`config.mk`:
```
export PLATFORM = sky130hd
export DESIGN_NAME = boron_decrypt
export DESIGN_NICKNAME = d
export VERILOG_FILES = /design/src/rtl/boron_pkg.sv /design/src/rtl/boron_decrypt_key_inv.sv /design/src/rtl/boron_decrypt.sv
export SDC_FILE = /design/constraint.sdc
export NUM_CORES = 1
export LEC_CHECK = 0
export BUFFER_PORTS_ARGS = -buffer_cell sky130_fd_sc_hd__buf_2
export CORE_MARGIN = 3
export CORE_UTILIZATION = 29
export DETAILED_ROUTE_END_ITERATION = 12
export PLACE_DENSITY = 0.53
export SLEW_MARGIN = 20
export SYNTH_ARGS = -nofsm -noshare
export SYNTH_HDL_FRONTEND = slang
export SYNTH_SLANG_ARGS = --single-unit
export TNS_END_PERCENT = 1
```
`constraint.sdc`:
```
create_clock -name clk -period 5.8 [get_ports clk]
set_clock_uncertainty 0.1 [all_clocks]
set_input_delay 0.29 -clock clk [delete_from_list [all_inputs] [get_ports clk]]
set_output_delay 0.29 -clock clk [all_outputs]
set_load 0.005 [all_outputs]
```
`src/rtl/boron_pkg.sv`:
```
// boron_pkg: shared BORON tables, constants, FSM states and round/key helper functions.
package boron_pkg;
  localparam int NUM_ROUNDS = 25;
  localparam int KEY_ROT = 13;
  localparam int SHUF_ROT = 4;
  localparam logic [4:0] LAST_RC = 5'(NUM_ROUNDS - 1);
  localparam logic [63:0] SBOX = 64'h6358F02DAC971B4E;
  localparam logic [63:0] INV_SBOX = 64'hB086275C4FD1E93A;
  typedef enum logic [1:0] {IDLE, KEYEXP, ROUND, DONE} state_t;
  function automatic logic [3:0] sbox(input logic [3:0] x);
    return SBOX[{x, 2'b00} +: 4];
  endfunction
  function automatic logic [3:0] inv_sbox(input logic [3:0] x);
    return INV_SBOX[{x, 2'b00} +: 4];
  endfunction
  function automatic logic [127:0] key_fwd(input logic [127:0] k, input logic [4:0] rc);
    logic [127:0] t;
    t = {k[127-KEY_ROT:0], k[127:128-KEY_ROT]};
    t[3:0] = sbox(t[3:0]);
    t[63:59] = t[63:59] ^ rc;
    return t;
  endfunction
  function automatic logic [15:0] rotr16(input logic [15:0] w, input int n);
    return (w >> n) | (w << (16 - n));
  endfunction
  function automatic logic [63:0] inv_xor(input logic [63:0] s);
    logic [15:0] w3, w2, w1, w0;
    w3 = s[63:48];
    w2 = s[47:32] ^ w3;
    w1 = s[31:16] ^ w2;
    w0 = s[15:0] ^ w1;
    return {w3, w2, w1, w0};
  endfunction
  function automatic logic [63:0] inv_perm(input logic [63:0] s);
    return {rotr16(s[63:48], 9), rotr16(s[47:32], 7), rotr16(s[31:16], 4), rotr16(s[15:0], 1)};
  endfunction
  function automatic logic [63:0] inv_shuffle(input logic [63:0] s);
    return {rotr16(s[63:48], SHUF_ROT), rotr16(s[47:32], SHUF_ROT),
            rotr16(s[31:16], SHUF_ROT), rotr16(s[15:0], SHUF_ROT)};
  endfunction
  function automatic logic [63:0] inv_sub(input logic [63:0] s);
    logic [63:0] r;
    for (int i = 0; i < 16; i++) r[4*i +: 4] = inv_sbox(s[4*i +: 4]);
    return r;
  endfunction
  function automatic logic [63:0] inv_round(input logic [63:0] s);
    return inv_sub(inv_shuffle(inv_perm(inv_xor(s))));
  endfunction
endpackage

```
`src/rtl/boron_decrypt_key_inv.sv`:
```
// boron_key_inv: one backward step of the BORON key schedule (undo counter XOR, low-nibble S-box, rotate).
module boron_key_inv
  import boron_pkg::*;
(
  input  logic [127:0] key,
  input  logic [4:0]   rc,
  output logic [127:0] key_prev
);
  logic [127:0] t;
  always_comb begin
    t = key;
    t[63:59] = t[63:59] ^ rc;
    t[3:0] = inv_sbox(t[3:0]);
    key_prev = {t[KEY_ROT-1:0], t[127:KEY_ROT]};
  end
endmodule

```
`src/rtl/boron_decrypt.sv`:
```
// boron_decrypt: iterative BORON decryption, key expanded forward then unwound per round.
// Defining BORON_KEY_CACHE_EN remembers the last key's K25 so a repeated key skips expansion.
module boron_decrypt
  import boron_pkg::*;
(
  input  logic         clk,
  input  logic         reset,
  input  logic [63:0]  cipher_txt,
  input  logic [127:0] key_in,
  input  logic         in_valid,
  output logic         in_ready,
  output logic [63:0]  plain_txt,
  output logic         out_valid,
  input  logic         out_ready,
  output logic [4:0]   round_cnt
);
  state_t st;
  logic [127:0] key_reg, key_next, key_prev, hit_key;
  logic [63:0] state_reg, round_out;
  logic accept, hit, kx_last;
  boron_key_inv u_key_inv (.key(key_reg), .rc(round_cnt), .key_prev(key_prev));
  assign key_next = key_fwd(key_reg, round_cnt);
  assign round_out = inv_round(state_reg) ^ key_prev[63:0];
  assign in_ready = st == IDLE;
  assign out_valid = st == DONE;
  assign accept = in_valid && in_ready;
  assign kx_last = st == KEYEXP && round_cnt == LAST_RC;
`ifdef BORON_KEY_CACHE_EN
  logic [127:0] cached_key, k25;
  logic cache_vld;
  assign hit = cache_vld && key_in == cached_key;
  assign hit_key = k25;
  // the cache is invalid from a missing accept until that key's expansion completes
  always_ff @(posedge clk) begin
    if (reset) cache_vld <= 1'b0;
    else if (accept && !hit) begin
      cached_key <= key_in;
      cache_vld <= 1'b0;
    end else if (kx_last) begin
      k25 <= key_next;
      cache_vld <= 1'b1;
    end
  end
`else
  assign hit = 1'b0;
  assign hit_key = '0;
`endif
  always_ff @(posedge clk) begin
    if (reset) begin
      st <= IDLE;
      key_reg <= '0;
      state_reg <= '0;
      plain_txt <= '0;
      round_cnt <= '0;
    end else begin
      unique case (st)
        IDLE: if (accept) begin
          st <= hit ? ROUND : KEYEXP;
          key_reg <= hit ? hit_key : key_in;
          state_reg <= hit ? cipher_txt ^ hit_key[63:0] : cipher_txt;
          round_cnt <= hit ? LAST_RC : 5'd0;
        end
        KEYEXP: begin
          key_reg <= key_next;
          if (kx_last) begin
            st <= ROUND;
            state_reg <= state_reg ^ key_next[63:0];
          end else round_cnt <= round_cnt + 5'd1;
        end
        ROUND: begin
          state_reg <= round_out;
          key_reg <= key_prev;
          if (round_cnt == 5'd0) begin
            st <= DONE;
            plain_txt <= round_out;
          end else round_cnt <= round_cnt - 5'd1;
        end
        DONE: if (out_ready) st <= IDLE;
      endcase
    end
  end
endmodule

```
---- Yosys cells after proc, flatten, opt, wreduce, memory -nomap -nowiden ----
Cells that the tools add are included.
word-level totals
  register bits after elaboration ......... 263
  input port bits ......................... 196
  word-level logic and storage cells ...... 74
cells by class
  $add $sub $neg .......................... 2
  equality and inequality tests ........... 10
  shift operators ......................... 18
  mux-type cells .......................... 14
  bitwise gates (word level) .............. 15
  reductions and logical operators ........ 10
operator list
  kind                                                                         count
  64-bit by 7-bit indexed part select with 4-bit output, first input constant  18
  128-bit case mux with 3 select lines                                         1
  64-bit case mux with 3 select lines                                          1
  128-bit two-way mux                                                          1
  64-bit two-way mux                                                           2
  64-bit XOR                                                                   2
  12-bit by 16-bit OR with 16-bit output                                       5
  16-bit XOR                                                                   3
  15-bit by 16-bit OR with 16-bit output                                       1
  7-bit by 16-bit OR with 16-bit output                                        1
  9-bit by 16-bit OR with 16-bit output                                        1
  5-bit two-way mux                                                            3
  5-bit case mux with 3 select lines                                           1
  5-bit XOR                                                                    2
  2-bit two-way mux                                                            4
  2-bit != test, second input constant                                         4
  2-bit case mux with 4 select lines                                           1
  4-bit AND reduction                                                          2
  5-bit by 1-bit adder with 5-bit output, second input constant                1
  5-bit == test, second input constant                                         1
  5-bit zero test                                                              1
  5-bit by 1-bit subtractor with 5-bit output, second input constant           1
  2-bit == test, second input constant                                         2
  2-bit by 1-bit != test with 1-bit output, second input constant              2
  other kinds (6)                                                              8

---- Depth between registers and ports, before layout ----
Gate-level depths: netlist of run 1.
  word-level depth ........................ 8
  depth in mapped cells ................... 11
  depth with buffers taken out ............ 10

---- Hierarchy ----
A second synthesis of run 1 with hierarchy kept.
second synthesis, totals
  cells, all modules ...................... 2,363
  area, all modules ....................... 18,177.4 µm²
by module, submodules not included
  module         times used  cells an instance  area each (µm²)  seq. area each (µm²)
  boron_decrypt  1           2,218              17,017.6         5,265.0
  boron_key_inv  1           145                1,159.9          0.0

---- Worst setup path after synthesis of run 1 ----
No wires, ideal clock.
  path type ............................... reg2reg
  start point ............................. register state_reg[54]
  end point ............................... register state_reg[0]
  setup time .............................. 0.115 ns
  arrival ................................. 2.615 ns
  data required time ...................... 5.585 ns
  path slack .............................. 2.970 ns
  stages on the path, launching flop included .. 10
  path buffers ............................ 1
  path through ............................ dfxtp_1 -> clkbuf_1 -> xor3_1 -> xnor2_1 -> inv_1 -> ha_1 -> and3b_1 -> a311o_1 -> a211o_1 -> a21bo_2
between the ends
  longest elaborated chain between the ends .. 8
ends and longest elaborated chain
  what                                                   line                 RTL
  from (decl)                                            boron_decrypt.sv:19  logic [63:0] state_reg, round_out;
  from (signal assigned)                                 boron_decrypt.sv:60  state_reg <= hit ? cipher_txt ^ hit_key[63:0] : cipher_txt;
  from (signal assigned)                                 boron_decrypt.sv:67  state_reg <= state_reg ^ key_next[63:0];
  from (signal assigned)                                 boron_decrypt.sv:71  state_reg <= round_out;
  16-bit XOR                                             boron_pkg.sv:29      w2 = s[47:32] ^ w3;
  16-bit XOR                                             boron_pkg.sv:30      w1 = s[31:16] ^ w2;
  16-bit XOR                                             boron_pkg.sv:31      w0 = s[15:0] ^ w1;
  15-bit by 16-bit OR with 16-bit output                 boron_pkg.sv:24      return (w >> n) | (w << (16 - n));
  12-bit by 16-bit OR with 16-bit output                 boron_pkg.sv:24
  64-bit by 7-bit indexed part select with 4-bit output  boron_pkg.sv:14      return INV_SBOX[{x, 2'b00} +: 4];
  64-bit XOR                                             boron_decrypt.sv:23  assign round_out = inv_round(state_reg) ^ key_prev[63:0];
  64-bit case mux with 3 select lines                    boron_decrypt.sv:56  unique case (st)
Every way passes these cells.
A chain may end at the register's enable or synchronous reset.

---- Worst setup path in the final report of run 1 ----
  start point ............................. register st[0]
  end point ............................... register plain_txt[50]
between the ends
  longest elaborated chain between the ends .. 2
ends and longest elaborated chain
  what                                  line                 RTL
  from (decl)                           boron_decrypt.sv:17  state_t st;
  from (signal assigned)                boron_decrypt.sv:58  st <= hit ? ROUND : KEYEXP;
  2-bit == test                         boron_decrypt.sv:56
  2-bit AND reduction (no source line)  --
  to (signal assigned)                  boron_decrypt.sv:75  plain_txt <= round_out;
  to (decl)                             boron_decrypt.sv:12  output logic [63:0] plain_txt,
Every way passes these cells.

==> results.json, run 1 <==
{
  "routedWlPerCell_um": 25.29,
  "combPwrFrac_pct": 63.3,
  "slew_violations": 0,
  "placement.io_buffers": 266,
  "grt_use_total_pct": 24.16,
  "cts_root_buf": "clkbuf_16",
  "cap_viol_max_count": 0,
  "drc": 0,
  "synth_flop_cell": "dfxtp_1",
  "ant_nets": 0,
  "met3_usage_pct": 4.624,
  "finalCriticalPeriod_ns": 3.683,
  "synthTopCellsByArea": "dfxtp_1 (29%), nor2_1 (8.1%), a21oi_1 (5.8%)",
  "htree_levels": 2,
  "dpl.hpwl_um": 59040,
  "setup_viol": 0,
  "synth.distinct_cells": 81,
  "layout-drive-gt1-share_pct": 16.85,
  "insertion_delay_ns": 0.56,
  "placed_cell_area_sq_um": 19690,
  "ios": 267,
  "largest_reg_flops": 128,
  "finalSetupTns_ns": 0,
  "power.density_nw_per_um2": 772.9,
  "rows": 90,
  "nNetsFinal": 2662,
  "die_area_sq_um": 65050,
  "ir_drop_mv": 0.3778,
  "startpoint_type": "flip-flop",
  "stdcell_area_sq_um": 21010,
  "nFillCells": 6382,
  "arrival_ns": 4.05,
  "multi_input_area_sq_um": 11670,
  "gr-max-usage-layer": "met2",
  "cts_tree": "done",
  "worst-path-buf-inv": 3,
  "holdCritPathClass": "in2reg",
  "async_flop_share_pct": 0,
  "first_pass_iters": 6,
  "setup.worst_path.end_class": "flip-flop",
  "critPathMaxStageDelay_ns": 0.73,
  "layout_common_cells": "nor2_1 (386), buf_2 (265), dfxtp_1 (263)",
  "vias_per_cell": 5.719,
  "tightest_slew_ns": 1.142,
  "syn2layout_area_growth_pct": 16.81,
  "synth_seq_cells": 263,
  "die_h_um": 255.1,
  "cts_inserted_buffers": 34,
  "syn_area_per_cell_sq_um": 7.963,
  "syn-cell-area_sq_um": 17990,
  "regArea_sq_um": 5265,
  "clock_path_buffers": 3,
  "hold_viol": 0,
  "vias": 18296,
  "syn_nets": 2529,
  "crit_type": "reg2reg",
  "period_share_pct": 63.50,
  "p_sw_mw": 8.503,
  "place_congestion": 0.9091,
  "clock_power_share_pct": 13.6,
  "synth.top_cell.area_share_pct": 29.27,
  "core_sq_um": 60810,
  "cts_setup_buffers": 0,
  "grtUsageMet2_pct": 37.28,
  "max_slew_margin_pct": 23.65,
  "p_leak_nw": 8.311,
  "grt_max_degree": 260,
  "max_freq_mhz": 271.5,
  "seqPwrFrac_pct": 23.1,
  "status": "complete, no violations",
  "crit_fanout": 61,
  "ys_seq_area_share_pct": 29.27,
  "grt_setup_unrepaired": "false",
  "crit_chain": "inv_1 -> ha_4 -> buf_4 -> and3_2 -> buf_4 -> nand3_1 -> a21boi_0 -> nor2_1",
  "clock-sinks": 263,
  "slowest_stage": "and3_2",
  "fp.dieW_um": 255.1,
  "yosysWarnings": 0,
  "final_common_cell": "nor2_1",
  "whs_ns": 0.02377,
  "cpMostUsedCell": "buf_4",
  "netSwitchingFraction_pct": 52.36,
  "drt-initial-drc-count": 2169,
  "overflow": 0,
  "crit_family": "buffers and inverters",
  "antenna_found_initial": 1,
  "grt_pass1_vias": 16737,
  "synthCells": 2259,
  "start_util_pct": 29.58,
  "synth_largest_area_cell": "dfxtp_1",
  "synth_edf_count": 0,
  "wl_um": 80900,
  "grt_pass1_wl_um": 115700,
  "fin_util_pct": 34.56,
  "clk_pin_slew_ns": 0.06,
  "cts_hold_buf": 19,
  "cts_resized": 0,
  "met1_usage_pct": 34.18,
  "cp.required_ns": 6.17,
  "internal_power_mw": 7.737
}
==> worst reg2reg max path, stage by stage, from the launching register on <==
cell,delay (ns)
dfxtp_1,0.37
inv_1,0.18
ha_4,0.53
buf_4,0.66
and3_2,0.74
buf_4,0.58
nand3_1,0.17
a21boi_0,0.15
nor2_1,0.11
==> synth_stat cells (all sizes together) (4+ instances only) <==
library cell and count:
nor2 386, dfxtp 263, a21oi 207, clkbuf 169, a211oi 136, a22oi 117, nand2 110, xnor2 94
o21ai 90, ha 73, inv 70, nor3 64, xor2 62, mux2i 42, buf 38, o22ai 25
a221oi 24, nor4 21, mux4 19, o211ai 19, or3 19, a222oi 18, nand3 18, and3 17
xnor3 13, nand2b 11, a21o 10, xor3 10, a311oi 9, a31oi 8, a311o 7, o31ai 7
maj3 5, and2 4, mux2 4, nand3b 4, nor2b 4, nor3b 4, o21a 4, o221ai 4
or2 4
==> power groups by stage <==
stage	combinational, mW	sequential [mW]	clock (mW)
final	10.3	3.76	2.21
after global routing	11.2	3.79	2.31
after CTS	10.2	3.72	2.24
after detailed placement	10.1	3.75	0
after global placement	9.91	3.73	0
after floorplan	7.58	2.94	0
==> area by class of cell <==
type	count	share of cell area (%)
multi-input cells	1716	55.54
flip-flops and latches	263	25.06
repair buffers	304	8.068
well taps	782	4.656
clock buffers	43	4.406
inverters	73	1.304
clock inverters	16	0.9468
diodes	2	0.02382
==> routing by layer <==
metal / vias to the layer above / share of wire (%)
met5: - / 0.016
met4: 2 / 2.8
met3: 117 / 9.2
met2: 942 / 44
met1: 8808 / 44
li1: 8427 / -
==> path summary, 6_finish.rpt <==
check | endpoint | slack, ns | cells after the start | from
max | plain_txt[50] | 2.12 | 8 | st[0]
min | state_reg[19] | 0.02 | 3 | cipher_txt[19]
max reg2reg | plain_txt[50] | 2.12 | 8 | st[0]
min reg2reg | plain_txt[17] | 0.36 | 2 | plain_txt[17]
==> cell families after synthesis <==
kind of cell,after synthesis,share of synthesized area [%]
compound gates,711,26.22
xor+xnor,179,11.33
fa+ha+maj,79,5.467
buf+inv,280,6.177
flops,263,29.27
mux,65,4.966
simple gates,682,16.58
==> per-stage QoR <==
stage / power [mW] / cells / setup slack, ns
final: 16.24 / 3199 / 2.117
after global routing: 17.29 / 3197 / 1.896
after CTS: 16.11 / 3197 / 2.130
after detailed placement: 13.85 / 3119 / 2.135
after global placement: 13.65 / 3119 / 2.199
after floorplan: 10.52 / 2259 / 2.970
No activity file was read; power rests on OpenSTA's default activity.
==> run 2: changes to the inputs <==
Clock period 5.8 ns to 3.7 ns, I/O delays scaled along.
==> run 2 against run 1 <==
Compared with the run above:
- cell area rose by 7.8%
- first-iteration DRC count increased by 4.5%
- clock-buffer cell count increased by 3
- sequential power rose by 55%
- global-route usage grew 1.0 points
- hold slack worse by 0.027 ns
- power up 58%
- core utilization rose by 2.7 points
- die area stayed put
- the run now ends with negative hold slack left
- cell count up 5.3%
==> results.json, run 2 (synthesized netlist as in run 1, its figures left out) <==
{
  "final_common_cell": "nor2_1",
  "first_pass_iters": 8,
  "ir_drop_mv": 0.5039,
  "grt_max_degree": 163,
  "setup_viol": 0,
  "die_area_sq_um": 65050,
  "htree_levels": 1,
  "nNetsFinal": 2834,
  "clock-sinks": 263,
  "antenna_found_initial": 1,
  "slowest_stage": "xnor2_1",
  "grt_pass1_vias": 17539,
  "tightest_slew_ns": 1.161,
  "place_inst": 3146,
  "holdCritPathClass": "in2reg",
  "placement.io_buffers": 266,
  "stdcell_area_sq_um": 22650,
  "arrival_ns": 3.62,
  "cap_viol_max_count": 0,
  "clock_path_buffers": 3,
  "setup.worst_path.end_class": "flip-flop",
  "worst-path-buf-inv": 1,
  "grt_use_total_pct": 25.19,
  "fin_ws_ns": 0.4855,
  "ios": 267,
  "crit_family": "XOR/XNOR gates",
  "cts_tree": "done",
  "grt_pass1_wl_um": 121000,
  "ant_nets": 0,
  "syn2layout_area_growth_pct": 25.89,
  "largest_reg_flops": 128,
  "period_share_pct": 86.88,
  "place_congestion": 1.006,
  "grt_setup_unrepaired": "false",
  "max_freq_mhz": 311.1,
  "combPwrFrac_pct": 64.8,
  "critPathMaxStageDelay_ns": 0.73,
  "finalCriticalPeriod_ns": 3.214,
  "rows": 90,
  "slew_violations": 0,
  "p_leak_nw": 9.043,
  "p_sw_mw": 13.42,
  "hold_viol": 1,
  "fin_cells": 3369,
  "crit_chain": "xnor2_1 -> inv_1 -> ha_1 -> mux4_2 -> xor2_1 -> a221oi_1 -> nor4_1",
  "drc": 0,
  "crit_fanout": 9,
  "cts_root_buf": "clkbuf_16",
  "violations": "negative hold slack",
  "dpl.hpwl_um": 62150,
  "die_h_um": 255.1,
  "clock_power_share_pct": 12.5,
  "cts_setup_buffers": 0,
  "placed_cell_area_sq_um": 19960,
  "power.density_nw_per_um2": 1134,
  "crit_type": "reg2reg",
  "whs_ns": -0.003058,
  "power_mw": 25.68,
  "wl_um": 84900,
  "insertion_delay_ns": 0.60,
  "internal_power_mw": 12.27,
  "startpoint_type": "flip-flop",
  "clk_pin_slew_ns": 0.06,
  "netSwitchingFraction_pct": 52.24,
  "core_sq_um": 60810,
  "layout-drive-gt1-share_pct": 16.48,
  "cp.required_ns": 4.10,
  "vias": 19034,
  "overflow": 0,
  "status": "finished, violations left",
  "finalSetupTns_ns": 0,
  "start_util_pct": 29.58,
  "drt-initial-drc-count": 2267,
  "layout_common_cells": "nor2_1 (386), buf_2 (265), dfxtp_1 (263)",
  "vias_per_cell": 5.650,
  "fin_util_pct": 37.24,
  "dp_slack_ns": 0.5801,
  "max_slew_margin_pct": 22.62,
  "fp.dieW_um": 255.1,
  "seqPwrFrac_pct": 22.7,
  "cts_inserted_buffers": 31,
  "routedWlPerCell_um": 25.20
}
-- run 2: cell count changes in the layout (fill, tap and decap cells not counted) --
cell           delta
clkbuf_1          +3
buf_12            +5
clkinv_4          -2
clkinv_1          +1
clkinvlp_4        -3
clkbuf_16         -4
inv_1             -1
clkbuf_8          +4
buf_4            +22
dlygate4sd3_1   +148
bufinv_16         -1
clkinv_2          -2
-- run 2: path summary, 6_finish.rpt --
| path | from | end | slack [ns] | cells past startpoint |
|---|---|---|---|---|
| setup reg to reg | state_reg[56] | state_reg[47] | 0.49 | 7 |
| hold reg to reg | plain_txt[19] | plain_txt[19] | 0.36 | 2 |
| hold / removal | key_in[65] | key_reg[65] | -0.003 | 5 |
| setup / recovery | state_reg[56] | state_reg[47] | 0.49 | 7 |
-- run 2: power by group through the flow --
stage          logic, mW  clock network (mW)  registers, mW
2_1_floorplan       11.9                   0           4.61
3_3_place_gp        15.9                   0           5.81
3_5_place_dp        16.2                   0           5.82
4_1_cts             16.4                3.24           5.77
5_1_grt             18.1                3.33           5.88
6_report            16.6                3.21           5.83
-- run 2: layout make-up --
cell class / instances / area (sq um)
multi-input combinational: 1716 / 11670
timing repair buffer: 479 / 3442
tap: 782 / 978.4
fill: 6305 / 38160
inverter: 73 / 274.0
antenna: 2 / 5.005
sequential: 263 / 5265
clock inverter: 8 / 118.9
clock buffer: 46 / 892.1
-- run 2: metal layers --
layer	share of wire [%]	vias up	wire (um)	GRT usage, %
met5	0	-	0	0
met4	2.9	0	2436	6.776
met3	8.7	106	7376	3.811
met2	45	941	38620	40.44
met1	43	9223	36460	35.25
li1	-	8764	-	-
-- run 2: tightest hold or removal path: stages --
cell      delay (ns)
buf_2           0.08
nor2_1          0.05
a211oi_1        0.20
a21oi_1         0.06
nor2_1          0.08
-- run 2: repair_timing --
item / in CTS / in global routing
resized for setup: 0 / 0
hold buffers: 167 / 0
endpoints found under the hold margin: 167 / 0
